### config.mk
export PLATFORM = sky130hd
export DESIGN_NAME = pipe_hazard_scoreboard
export DESIGN_NICKNAME = d
export VERILOG_FILES = /design/src/rtl/pipe_hazard_scoreboard.sv
export SDC_FILE = /design/constraint.sdc
export NUM_CORES = 1
export LEC_CHECK = 0
export ABC_AREA = 1
export CORE_MARGIN = 2
export CORE_UTILIZATION = 54
export DETAILED_ROUTE_END_ITERATION = 12
export PLACE_DENSITY = 0.78
export SLEW_MARGIN = 10
export SYNTH_ARGS = -nofsm -noshare
export SYNTH_HDL_FRONTEND = slang
export SYNTH_SLANG_ARGS = --single-unit
### constraint.sdc
create_clock -name clk -period 2.4 [get_ports clk]
set_input_delay 0.48 -clock clk [delete_from_list [all_inputs] [get_ports clk]]
set_output_delay 0.48 -clock clk [all_outputs]
set_load 0.05 [all_outputs]
### src/rtl/pipe_hazard_scoreboard.sv
// pipe_hazard_scoreboard: in-flight writer tracker resolving forwarding sources and load-use stalls
module pipe_hazard_scoreboard #(
  parameter int NSRC = 2,
  parameter int DEPTH = 3,
  parameter int AW = 5,
  parameter int LOAD_READY_STAGE = 1,
  parameter int SW = $clog2(DEPTH+1),
  parameter logic [31:0] STALL_INIT = '0
) (
  input  logic              clk,
  input  logic              reset,
  input  logic              hold,
  input  logic              issue_valid,
  input  logic              issue_reg_write,
  input  logic              issue_is_load,
  input  logic [AW-1:0]     issue_rd,
  input  logic [NSRC-1:0]   src_used,
  input  logic [NSRC*AW-1:0] src_addr,
  input  logic [DEPTH-1:0]  flush_mask,
  output logic              stall,
  output logic [NSRC*SW-1:0] fwd_sel,
  output logic [SW-1:0]     inflight,
  output logic [31:0]       stall_cycles
);
  logic [DEPTH-1:0] vld_q, ld_q, vld_d, ld_d;
  logic [AW-1:0] rd_q [DEPTH];
  logic [AW-1:0] rd_d [DEPTH];
  logic [NSRC-1:0] blk;
  logic ins;
  logic [SW-1:0] cnt;
  // per source, scan oldest to youngest so the youngest match is the one that sticks
  always_comb begin
    fwd_sel = '0;
    blk = '0;
    for (int k = 0; k < NSRC; k++)
      for (int i = DEPTH-1; i >= 0; i--)
        if (src_used[k] && src_addr[k*AW +: AW] != '0 && vld_q[i] && rd_q[i] == src_addr[k*AW +: AW]) begin
          fwd_sel[k*SW +: SW] = SW'(i+1);
          blk[k] = ld_q[i] && i < LOAD_READY_STAGE;
        end
    stall = |blk;
  end
  // next entry state: shift with insert, or freeze in place under hold; flush applies either way
  always_comb begin
    ins = issue_valid & ~stall & issue_reg_write & (issue_rd != '0) & ~flush_mask[0];
    vld_d = (hold ? vld_q : DEPTH'({vld_q, ins})) & ~flush_mask;
    ld_d = hold ? ld_q : DEPTH'({ld_q, issue_is_load});
    rd_d[0] = hold ? rd_q[0] : issue_rd;
    for (int i = 1; i < DEPTH; i++) rd_d[i] = hold ? rd_q[i] : rd_q[i-1];
    cnt = '0;
    for (int i = 0; i < DEPTH; i++) cnt = cnt + SW'(vld_d[i]);
  end
  // state registers, in-flight count and saturating stall counter
  always_ff @(posedge clk or negedge reset) begin
    if (!reset) begin
      vld_q <= '0;
      ld_q <= '0;
      for (int i = 0; i < DEPTH; i++) rd_q[i] <= '0;
      inflight <= '0;
      stall_cycles <= STALL_INIT;
    end else begin
      vld_q <= vld_d;
      ld_q <= ld_d;
      for (int i = 0; i < DEPTH; i++) rd_q[i] <= rd_d[i];
      inflight <= cnt;
      stall_cycles <= (stall && !hold && !(&stall_cycles)) ? stall_cycles + 32'd1 : stall_cycles;
    end
  end
endmodule

# Word-level counts from Yosys, hierarchy flattened
# Cells that the tools add are included.
[op_classes]
addsub = 3
n_eq_ne = 6
bitwise_logic = 8
n_reduce_logical = 23
muxes = 9
[op_table]
columns = ["op", "count"]
rows = [
  ["$add 32x1->32 const B", 1],
  ["$reduce_and 32->1", 1],
  ["$eq 5x5->1", 6],
  ["$logic_and 1x1->1", 16],
  ["$reduce_bool 5->1", 3],
  ["$mux 2", 6],
  ["$and 1x1->1", 4],
  ["$and 3x3->3", 1],
  ["$mux 3", 1],
  ["$not 3->3", 1],
  ["$add 1x1->2", 1],
  ["$add 2x1->2", 1],
  ["$logic_not 1->1", 2],
  ["$mux 1", 2],
  ["$not 1->1", 2],
  ["$reduce_or 2->1", 1],
]
[word_totals]
word_cells = 56
regBits = 53
out_inout_bits = 39
inputBits = 26

# Depth between registers and ports, before layout
# Gate-level depths: netlist (run 1).
[depth]
ltp_word = 15
ltp_mapped = 11
mapped_depth_nobuf = 11

# Worst setup path after synthesis (run 1)
# No wires, ideal clock.
[synth_timing]
kind = "in2out"
start = "input port src_addr[7]"
end = "output port fwd_sel[3]"
arrival_time_ns = 2.074
required_ns = 1.920
stages = 6
path_buffers = 0
slack_ns = -0.154
cell_sequence = "xor2_1 a21oi_1 nand4_1 nor2_1 inv_1 a21boi_0"
[synth_between]
elab_chain_cells = 7
elab_cells_between_ends = 14
cone_classes = "3 x eq/ne; 3 x mux; 8 x reduce/logical"
[synth_lines]
columns = ["item", "line_no", "rtl"]
rows = [
  ["start: declaration", "18", "input logic [NSRC*AW-1:0] src_addr,"],
  ["$reduce_bool 5->1", "37", "if (src_used[k] && src_addr[k*AW +: AW] != '0 && vld_q[i] && rd_q[i] == src_addr[k*AW +: AW]) begin"],
  ["$logic_and 1x1->1 (3 in series)", "37", ""],
  ["$mux 2 (2 in series)", "37", ""],
  ["$mux 2 *", "37", ""],
  ["end: declaration", "21", "output logic [NSRC*SW-1:0] fwd_sel,"],
]
# Every way passes the cells marked *; elsewhere a longest branch is shown, timed or not.

# Final worst setup path (run 1)
[layout_timing]
start = "register rd_q[6] in the netlist's numbering"
end = "output port fwd_sel[3]"
[layout_between]
elab_chain_cells = 4
[layout_lines]
columns = ["item", "line_no", "rtl"]
rows = [
  ["start: declaration", "26", "logic [AW-1:0] rd_q [DEPTH];"],
  ["$eq 5x5->1", "37", ""],
  ["$logic_and 1x1->1", "37", ""],
  ["$mux 2 (2 in series)", "37", ""],
]
# No other way between the ends.

==> flow_summary.toml, run 1 <==
[place]
place_area_um2 = 4410
post-place-ws_ns = -0.108
hpwl_um = 7590
place_inst = 665
place.gp.congestion = 0.932
portBuffers = 64

[floorplan]
dieArea_um2 = 7470
initial_utilization_pct = 54.9
boundaryPins = 65
core_area_um2 = 6680
fp.dieW_um = 86.4
placementRows = 30
die_h_um = 86.4

[synth]
ys_ff_latch = 53
synth_xor_xnor_area_share_pct = 6.68
synth_edf_count = 0
synth_area_leaders = "dfrtp_1 36%, nand2_1 22%, nand4_1 6.8%"
synth-main-ff-cell = "dfrtp_1"
yosysSeqAreaShare_pct = 36.2
synth.area.mux_share_pct = 0
syn_area_um2 = 3670
yosysUniqueCellTypes = 31
ys_top_cells_by_count = "218 x nand2_1, 58 x nor2_1, 53 x dfrtp_1"
yosys.area_share.simple_pct = 44.5
synth.avg_cell_area_um2 = 6.95
synthAdderAreaFrac_pct = 0.887
synth-async-reset-ratio_pct = 100
synth_top_cell_area_share_pct = 36.2
synth-compound-area-share_pct = 4.60
yosys_warnings = 0
synth_top_family_by_area = "simple AND/OR/NAND/NOR gates"
syn_nets = 556
yosys.area.top_type = "dfrtp_1"
yosysMostFrequentCell = "nand2_1"
syn_inst = 528

[critical_path]
cp-start-kind = "register"
worstRegToRegCells = 8
cp-end-kind = "output port"
crit_path_end = "fwd_sel[3]"
rrSetupSlack_ns = 0.20
critPathLaunch = "rd_q[6]"
r2r-start = "stall_cycles[0]"
crit_fanout = 4
cp_data_arrival_time_ns = 1.79
crit_type = "register to output port"
reg2reg_to = "stall_cycles[7]"
worstPathRequired_ns = 1.92

[timing]
skew_ns = 0.00612
max_freq_mhz = 441
setup_viol = 0
fin_crit_sh_pct = 94.4
worst_pin_slew_ns = 0.618
setup_ws_ns = 0.134
period_minus_slack_ns = 2.27
relSlewSlack_pct = 58.8
maxSlewViolCount = 0
rsz0062_at_grt = "false"
fin_hold_ws_ns = 0.170
hold_viol_final = 0

[drt]
routedWlPerCell_um = 15.2
via_per_inst = 5.42
dr.pass1.iters = 5
initialDrtViolationCount = 159
ant_nets = 0
route.detailed.drc = 0
vias = 3649
routed_wl_um = 10300

[layout]
layout-drive-gt1-share_pct = 9.61
design_area_um2 = 4560
utilization_pct = 68.2
area_delta_synth_final_pct = 24.2
n_antenna_cell = 0
final_cells = 673
fin_nets = 620

[power_and_ir_drop]
clkPwrFrac_pct = 34.1
leakage_nw = 2.18
p_comb_share_pct = 14.5
netSwitchingFraction_pct = 27.7
power_density_nw_per_um2 = 419
internal_power_mw = 1.38
switchingPower_mw = 0.529
peakVddDrop_mv = 0.269
seq_power_share_pct = 51.3

[clock_network]
cts_buffers = 5
cts_hold_buf = 0
clock_latency_ns = 0.31
max-clock-path-buffers = 2
clkTransAtPathRegs_ns = 0.10
cts_tree = "built"
cts_root_buffer = "clkbuf_8"
htree_num_levels = 2
cts.sinks = 53

[grt]
grt_max_degree = 37
first_global_vias = 3592
overflow = 0
antenna_found_initial = 0
grt_util_all_layers_pct = 28.9
grt_pass1_wl_um = 17200

[outcome]
status = "complete, no violations"

[run]
maxCapViolations = 0

[hold_path]
hp-class = "input pin to asynchronous set/reset pin"
==> logic make-up after synthesis <==
| logic type | count (synthesis) |
|---|---|
| AOI/OAI and AO/OA | 31 |
| xor gates and xnor gates | 28 |
| buffers and inverters | 53 |
| DFF | 53 |
| adders and majority gates | 2 |
| and+or+nand+nor | 361 |
==> state kept, by name, summed over array words and instances, names as in the netlist <==
register and flops:
inflight 2, ld_q 1, rd_q 15, stall_cycles 32, vld_q 3
==> worst min-delay path by stage <==
stage | slack, ns | to | start | cells after the start
floorplan | 0.18 | inflight[0] | reset | 0
detailed placement | 0.52 | rd_q[9] | reset | 1
CTS | 0.19 | rd_q[9] | reset | 1
finish | 0.17 | rd_q[9] | reset | 1
global placement | 0.52 | rd_q[9] | reset | 1
global route | 0.21 | rd_q[9] | reset | 1
==> routing by layer <==
layer,share of wire [%],vias to the layer above,GRT usage [%]
li1,-,1820,-
met1,44,1690,37.0
met2,48,110,49.4
met3,4.3,29,3.14
met4,3.7,0,12.8
met5,0,-,0
==> critical path: stages, from the launching register on <==
cell and delay (ns):
dfrtp_1 0.42, inv_1 0.14, o21ai_0 0.10, a21oi_1 0.16, nand4_1 0.10, nor2_1 0.14, inv_1 0.07, a21boi_2 0.19
buf_12 0.16
==> per-stage QoR <==
| stage | total power, mW | TNS, ns |
|---|---|---|
| 2_1_floorplan | 1.14 | 0 |
| 6_report | 1.91 | 0 |
| 3_5_place_dp | 1.27 | -0.303 |
| 5_1_grt | 1.98 | 0 |
| 4_1_cts | 1.91 | -0.0117 |
| 3_3_place_gp | 1.27 | -0.300 |
==> power by group through the flow <==
| stage | logic (mW) | registers (mW) | clock network [mW] |
|---|---|---|---|
| 2_1_floorplan | 0.134 | 1.00 | 0 |
| 3_5_place_dp | 0.278 | 0.996 | 0 |
| 4_1_cts | 0.278 | 0.978 | 0.658 |
| 6_report | 0.277 | 0.979 | 0.651 |
| 3_3_place_gp | 0.276 | 0.995 | 0 |
| 5_1_grt | 0.309 | 0.984 | 0.685 |
==> cells in the final DEF, fill, tap and decap left out, types with 2 or more instances in the layout <==
master	netlist	final
dlygate4sd2_1	0	7
a211oi_1	2	2
nand3_1	9	9
xor2_1	19	19
nand4_1	40	40
o21ai_0	14	13
nand2_1	218	218
nor2_1	58	57
xnor2_1	9	9
nor3_2	0	2
buf_12	0	6
o22ai_1	3	3
inv_1	28	28
a21oi_1	8	8
clkdlybuf4s50_1	0	48
a21boi_2	0	2
dlymetal6s2s_1	0	3
buf_4	0	8
nor2_4	4	4
inv_2	9	9
clkbuf_8	0	6
nand2_2	3	3
nand3b_1	15	15
nor2_2	6	7
nand3_2	2	2
o21ai_1	2	2
dfrtp_1	53	53
==> final cells by class <==
cell class	count	area (um^2)
fill	599	2130
multi-input combinational	422	2110
sequential	53	1330
timing repair buffer	73	764
inverter	37	139
tap	80	100
clock buffer	6	82.6
clock inverter	2	37.5
==> timing repair <==
| action | CTS | global route |
|---|---|---|
| setup buffers | 0 | 0 |
| pin swaps | 2 | 2 |
| resized for setup | 12 | 5 |
| endpoints found under the setup margin | 4 | 19 |
(Power assumes the default switching activity.)
==> inputs of run 2 (changes only) <==
--- a/config.mk
+++ b/config.mk
@@ -8,6 +8,7 @@
 export ABC_AREA = 1
 export CORE_MARGIN = 2
 export CORE_UTILIZATION = 54
+export CTS_CLUSTER_DIAMETER = 60
 export DETAILED_ROUTE_END_ITERATION = 12
 export PLACE_DENSITY = 0.78
 export SLEW_MARGIN = 10
==> results of run 2 <==
Final layout, timing and power as in run 1 (identical DEF).
